--- src/rtl/fs_cap.sv ---
// fs_cap_mc -- multi-channel frame-sync capture.
//
// Each VS input is synchronised, glitch-filtered, edge-detected with a
// per-channel polarity, counted, and watched by a sticky missing-frame
// watchdog. Channels are fully independent; one fs_cap_ch instance per channel.
//
// Ports (top):
//   clk_i        system clock, all logic on this clock
//   rst_i        synchronous active-high reset
//   vs_i         asynchronous VS inputs, bit n = channel n
//   en_i         per-channel enable
//   pol_i        per-channel polarity (1 = rising edge is frame start)
//   mode_i       0 = one-cycle frame-start pulse, 1 = filtered level pass-through
//   clr_i        clears frame counters, watchdog counters and timeout flags
//   to_limit_i   watchdog limit in cycles, 0 disables
//   fs_cap_o     frame-start pulse / gated filtered level
//   vs_lvl_o     filtered VS level (ignores en_i and mode_i)
//   frame_cnt_o  packed frame counters, channel n at [n*CNT_W +: CNT_W]
//   timeout_o    sticky watchdog flags

module fs_cap_ch #(
    parameter int SYNC_STAGES = 4,
    parameter int FILT_LEN    = 4,
    parameter int CNT_W       = 16,
    parameter int TO_W        = 24
) (
    input  logic             clk_i,
    input  logic             rst_i,
    input  logic             vs_i,
    input  logic             en_i,
    input  logic             pol_i,
    input  logic             mode_i,
    input  logic             clr_i,
    input  logic [TO_W-1:0]  to_limit_i,
    output logic             fs_cap_o,
    output logic             vs_lvl_o,
    output logic [CNT_W-1:0] frame_cnt_o,
    output logic             timeout_o
);
    localparam int FW = $clog2(FILT_LEN + 1);

    (* ASYNC_REG = "TRUE" *) logic [SYNC_STAGES-1:0] sync_q;
    logic          synced;
    logic [FW-1:0] filt_cnt;
    logic          lvl_q;
    logic          lvl_d;
    logic          edge_ev;
    logic          ev;
    logic [TO_W-1:0] wd_q;
    logic [TO_W-1:0] wd_nxt;

    assign synced = sync_q[SYNC_STAGES-1];

    always_ff @(posedge clk_i) begin
        if (rst_i) sync_q <= '0;
        else       sync_q <= {sync_q[SYNC_STAGES-2:0], vs_i};
    end

    // A new level is accepted only after FILT_LEN consecutive mismatching
    // cycles; any matching cycle restarts the run.
    always_ff @(posedge clk_i) begin
        if (rst_i) begin
            filt_cnt <= '0;
            lvl_q    <= 1'b0;
        end else if (synced != lvl_q) begin
            if (filt_cnt == FW'(FILT_LEN - 1)) begin
                lvl_q    <= synced;
                filt_cnt <= '0;
            end else begin
                filt_cnt <= filt_cnt + FW'(1);
            end
        end else begin
            filt_cnt <= '0;
        end
    end

    // Polarity only selects which transition counts, so flipping pol_i while
    // the level is stable never produces an event.
    assign edge_ev = pol_i ? (lvl_q & ~lvl_d) : (~lvl_q & lvl_d);
    assign ev      = edge_ev & en_i;

    always_comb begin
        wd_nxt = '0;
        if (en_i && !ev) wd_nxt = (&wd_q) ? wd_q : wd_q + TO_W'(1);
    end

    always_ff @(posedge clk_i) begin
        if (rst_i) begin
            lvl_d       <= 1'b0;
            fs_cap_o    <= 1'b0;
            frame_cnt_o <= '0;
            wd_q        <= '0;
            timeout_o   <= 1'b0;
        end else begin
            lvl_d    <= lvl_q;
            fs_cap_o <= mode_i ? (lvl_q & en_i) : ev;
            if (clr_i) begin
                frame_cnt_o <= '0;
                wd_q        <= '0;
                timeout_o   <= 1'b0;
            end else begin
                if (ev) frame_cnt_o <= frame_cnt_o + CNT_W'(1);
                wd_q <= wd_nxt;
                if (en_i && (to_limit_i != '0) && (wd_nxt == to_limit_i))
                    timeout_o <= 1'b1;
            end
        end
    end

    assign vs_lvl_o = lvl_q;
endmodule

module fs_cap_mc #(
    parameter int CH_NUM      = 4,
    parameter int SYNC_STAGES = 4,
    parameter int FILT_LEN    = 4,
    parameter int CNT_W       = 16,
    parameter int TO_W        = 24
) (
    input  logic                    clk_i,
    input  logic                    rst_i,
    input  logic [CH_NUM-1:0]       vs_i,
    input  logic [CH_NUM-1:0]       en_i,
    input  logic [CH_NUM-1:0]       pol_i,
    input  logic                    mode_i,
    input  logic                    clr_i,
    input  logic [TO_W-1:0]         to_limit_i,
    output logic [CH_NUM-1:0]       fs_cap_o,
    output logic [CH_NUM-1:0]       vs_lvl_o,
    output logic [CH_NUM*CNT_W-1:0] frame_cnt_o,
    output logic [CH_NUM-1:0]       timeout_o
);
    for (genvar g = 0; g < CH_NUM; g++) begin : g_ch
        fs_cap_ch #(
            .SYNC_STAGES (SYNC_STAGES),
            .FILT_LEN    (FILT_LEN),
            .CNT_W       (CNT_W),
            .TO_W        (TO_W)
        ) u_ch (
            .clk_i       (clk_i),
            .rst_i       (rst_i),
            .vs_i        (vs_i[g]),
            .en_i        (en_i[g]),
            .pol_i       (pol_i[g]),
            .mode_i      (mode_i),
            .clr_i       (clr_i),
            .to_limit_i  (to_limit_i),
            .fs_cap_o    (fs_cap_o[g]),
            .vs_lvl_o    (vs_lvl_o[g]),
            .frame_cnt_o (frame_cnt_o[g*CNT_W +: CNT_W]),
            .timeout_o   (timeout_o[g])
        );
    end
endmodule

--- config.mk ---
export PLATFORM = sky130hd
export DESIGN_NAME = fs_cap_mc
export DESIGN_NICKNAME = d
export VERILOG_FILES = /design/src/rtl/fs_cap.sv
export SDC_FILE = /design/constraint.sdc
export NUM_CORES = 1
export LEC_CHECK = 0
export BUFFER_PORTS_ARGS = -buffer_cell sky130_fd_sc_hd__buf_2
export CORE_MARGIN = 2
export CORE_UTILIZATION = 35
export DETAILED_ROUTE_END_ITERATION = 8
export GPL_TIMING_DRIVEN = 0
export SLEW_MARGIN = 20
export SYNTH_ARGS = -nofsm -noshare
export SYNTH_HDL_FRONTEND = slang
export SYNTH_SLANG_ARGS = --single-unit
--- constraint.sdc ---
create_clock -name clk_i -period 3.7 [get_ports clk_i]
set_input_delay 0.185 -clock clk_i [delete_from_list [all_inputs] [get_ports clk_i]]
set_output_delay 0.185 -clock clk_i [all_outputs]
set_load 0.05 [all_outputs]
==> flow_metrics.tcl <==
set metrics [dict create \
    status "finished, final reports clean" \
    nets 1611 \
    first_global_vias 10100 \
    cp_slowest_cell "a2111oi_1" \
    drt_iter0_drc 757 \
    numCtsBuffers 25 \
    gp_congestion 0.903 \
    drv_slew 0 \
    core-area_sq_um 32400 \
    yosys.area.top_type "dfxtp_1" \
    synth-edff-count 0 \
    num_rows 66 \
    min_period_over_period_pct 95.6 \
    ys_seq_elements 204 \
    max_clock_freq_ghz 0.283 \
    period_needed_ns 3.54 \
    final_cell_mix "nor2_1, dfxtp_1, buf_2, nand2_1, xor2_1" \
    synthFlopType "dfxtp_1" \
    cpLargestDelayFamily "compound AO/OA/AOI/OAI gates" \
    grt_start_max_net_pins 14 \
    drc_errors 0 \
    crit_fanout 8 \
    overflow 0 \
    diodes 0 \
    final_common_cell "nor2_1" \
    hold_viol 0 \
    path_cells "ha_1 > nand4_2 > nor2_1 > a211oi_1 > xnor2_1 > o221ai_1 > a2111oi_1 > and4_1 > nand4_1 > o31ai_2" \
    path_clk_slew_ns 0.06 \
    area_growth_pct 17.3 \
    die_h_um 185 \
    cp.buffers_inverters 0 \
    drt-wirelength-per-cell_um 17.3 \
    seq_area_frac_synth_pct 35.6 \
    pwr_density_cell_nw_per_um2 364 \
    fin_util_pct 41.6 \
    cts.sinks 204 \
    cts.path.max_buffers 3 \
    relSlewSlack_pct 43.6 \
    syn_inst 1413 \
    max_stage_delay_ns 0.70 \
    antenna_found_initial 1 \
    ant_nets 0 \
    tns_ns 0 \
    crit_arrival_ns 4.01 \
    power.total_w 0.00489 \
    synth.cell_area_sq_um 11500 \
    ys_types 85 \
    crit_path_end_kind "flop" \
    worst_pin_slew_ns 0.842 \
    async_reset_ff_share_pct 0 \
    setup_viol 0 \
    place_area_sq_um 12500 \
    netlist_top_cells_area "dfxtp_1, nor2_1, xor2_1, xnor2_1, nand4_1" \
    min_path_type "primary input to flop" \
    vias 10900 \
    crit_type "flop to flop" \
    holdWs_ns 0.0537 \
    max-cap-violations 0 \
    startpoint "g_ch[1].u_ch.wd_q[1]$_SDFF_PP0_" \
    p_leak_nw 4.73 \
    synth_warnings 0 \
    skew_ns 0.0137 \
    drt_first_pass_iters 6 \
    drive_gt1_share_pct 13.4 \
    totalWireLength_mm 34.8 \
    initial_core_util_pct 35.4 \
    cts_htree_levels 1 \
    avgSynthCellArea_sq_um 8.12 \
    grt_first_pass_wirelength_mm 54.5 \
    clk_latency_ns 0.55 \
    io_pins 116 \
    hpwl_mm 25.6 \
    track_usage_pct 20.0 \
    startpoint_type "flop" \
    rsz0062_at_grt "false" \
    r2r-start "g_ch[1].u_ch.wd_q[1]$_SDFF_PP0_" \
    numPortBuffers 104 \
    ir_drop_mv 0.304 \
    final_cell_area_sq_um 13500 \
    syn_nets 1469 \
    root_buffer "clkbuf_16" \
    yosysTopAreaCellShare_pct 35.6 \
    dieArea_sq_um 34200 \
    cp.required_ns 4.17 \
    routed_via_density 5.41 \
    cts_tree "built" \
    hp-start "mode_i" \
    die_x_um 185 \
]
-- sequential cells by signal, indices dropped and copies added (netlist names) --
name,cells
g_ch.u_ch.frame_cnt_o,64
g_ch.u_ch.lvl_d,4
g_ch.u_ch.wd_q,96
g_ch.u_ch.filt_cnt,12
g_ch.u_ch.sync_q,16
g_ch.u_ch.timeout_o,4
g_ch.u_ch.vs_lvl_o,4
g_ch.u_ch.fs_cap_o,4
-- cell usage after synthesis, drive strengths merged (7+ instances only) --
| library cell | number |
|---|---|
| and3 | 30 |
| nand3 | 63 |
| a31oi | 12 |
| xor2 | 75 |
| a211oi | 15 |
| buf | 26 |
| nor4 | 19 |
| a21oi | 67 |
| or2 | 11 |
| mux2i | 22 |
| ha | 16 |
| dfxtp | 204 |
| a2111oi | 7 |
| o32ai | 10 |
| or3 | 32 |
| o211ai | 10 |
| o21ai | 64 |
| nor2 | 207 |
| o31ai | 7 |
| nor3 | 24 |
| and4 | 20 |
| nor2b | 39 |
| nand4 | 57 |
| xnor2 | 73 |
| o2111ai | 7 |
| nand2 | 88 |
| inv | 31 |
| clkbuf | 56 |
| or4 | 12 |
| nor4b | 10 |
| o21a | 8 |
| and2 | 7 |
-- timing repair --
item | 4_1_cts | 5_1_grt
endpoints found under the setup margin | 0 | 1
setup buffers | 0 | 0
hold buffers | 11 | 0
hold endpoints to repair | 8 | 0
gates resized for setup | 0 | 1
-- final timing paths --
path | cells past startpoint | endpoint | slack [ns]
max | 10 | g_ch[1].u_ch.timeout_o$_SDFFE_PP0P_ | 0.16
min | 3 | g_ch[0].u_ch.fs_cap_o$_SDFF_PP0_ | 0.05
max reg2reg | 10 | g_ch[1].u_ch.timeout_o$_SDFFE_PP0P_ | 0.16
min reg2reg | 1 | g_ch[3].u_ch.filt_cnt[0]$_SDFF_PP0_ | 0.42
-- metal layers --
layer	wire length (um)	vias up	GRT usage, %
met3	3020	75	4.92
met5	13	-	0
met2	15200	383	31.8
li1	-	5366	-
met1	15700	5075	26.9
met4	839	2	5.49
-- power breakdown --
group / internal (W) / leakage [nW] / switching, W / total [W]
registers: 0.00221 / 1.65 / 0.00000376 / 0.00221
logic: 0.0000910 / 2.69 / 0.000191 / 0.000282
clock network: 0.00140 / 0.393 / 0.00100 / 0.00240
total: 0.00370 / 4.73 / 0.00120 / 0.00489
-- final cells by class --
| type | count | area [sq um] |
|---|---|---|
| fillers | 3395 | 18900 |
| multi-input cells | 1095 | 6880 |
| flip-flops and latches | 204 | 4080 |
| clock buffers | 36 | 707 |
| repair buffers | 115 | 631 |
| well taps | 442 | 553 |
| plain buffers | 83 | 397 |
| inverters | 31 | 116 |
| clock inverters | 9 | 87.6 |
-- through the flow --
| step | cells | setup slack (ns) |
|---|---|---|
| 2_1_floorplan | 1413 | 1.00 |
| 3_3_place_gp | 1959 | 0.281 |
| 3_5_place_dp | 1959 | 0.298 |
| 4_1_cts | 2015 | 0.249 |
| 5_1_grt | 2015 | 0.0545 |
| 6_report | 2015 | 0.164 |
-- cells by family after synthesis --
kind of cell    count (synthesis)  share of synthesized area [%]
simple gates                  646                           29.3
compound gates                255                           14.6
flops                         204                           35.6
xor+xnor                      149                           11.5
buf+inv                       114                           4.47
mux                            29                           2.83
fa+ha+maj                      16                           1.74
-- worst register-to-register path: cells and delay by family, from the launching register on --
kind | cells | cell delay [ns]
adder cells (fa/ha/maj) | 1 | 0.28
flip-flops | 1 | 0.41
AND/OR/NAND/NOR | 4 | 1.14
AO/OA/AOI/OAI | 4 | 1.24
XOR/XNOR | 1 | 0.38
Power figures use the tool's default switching activity.
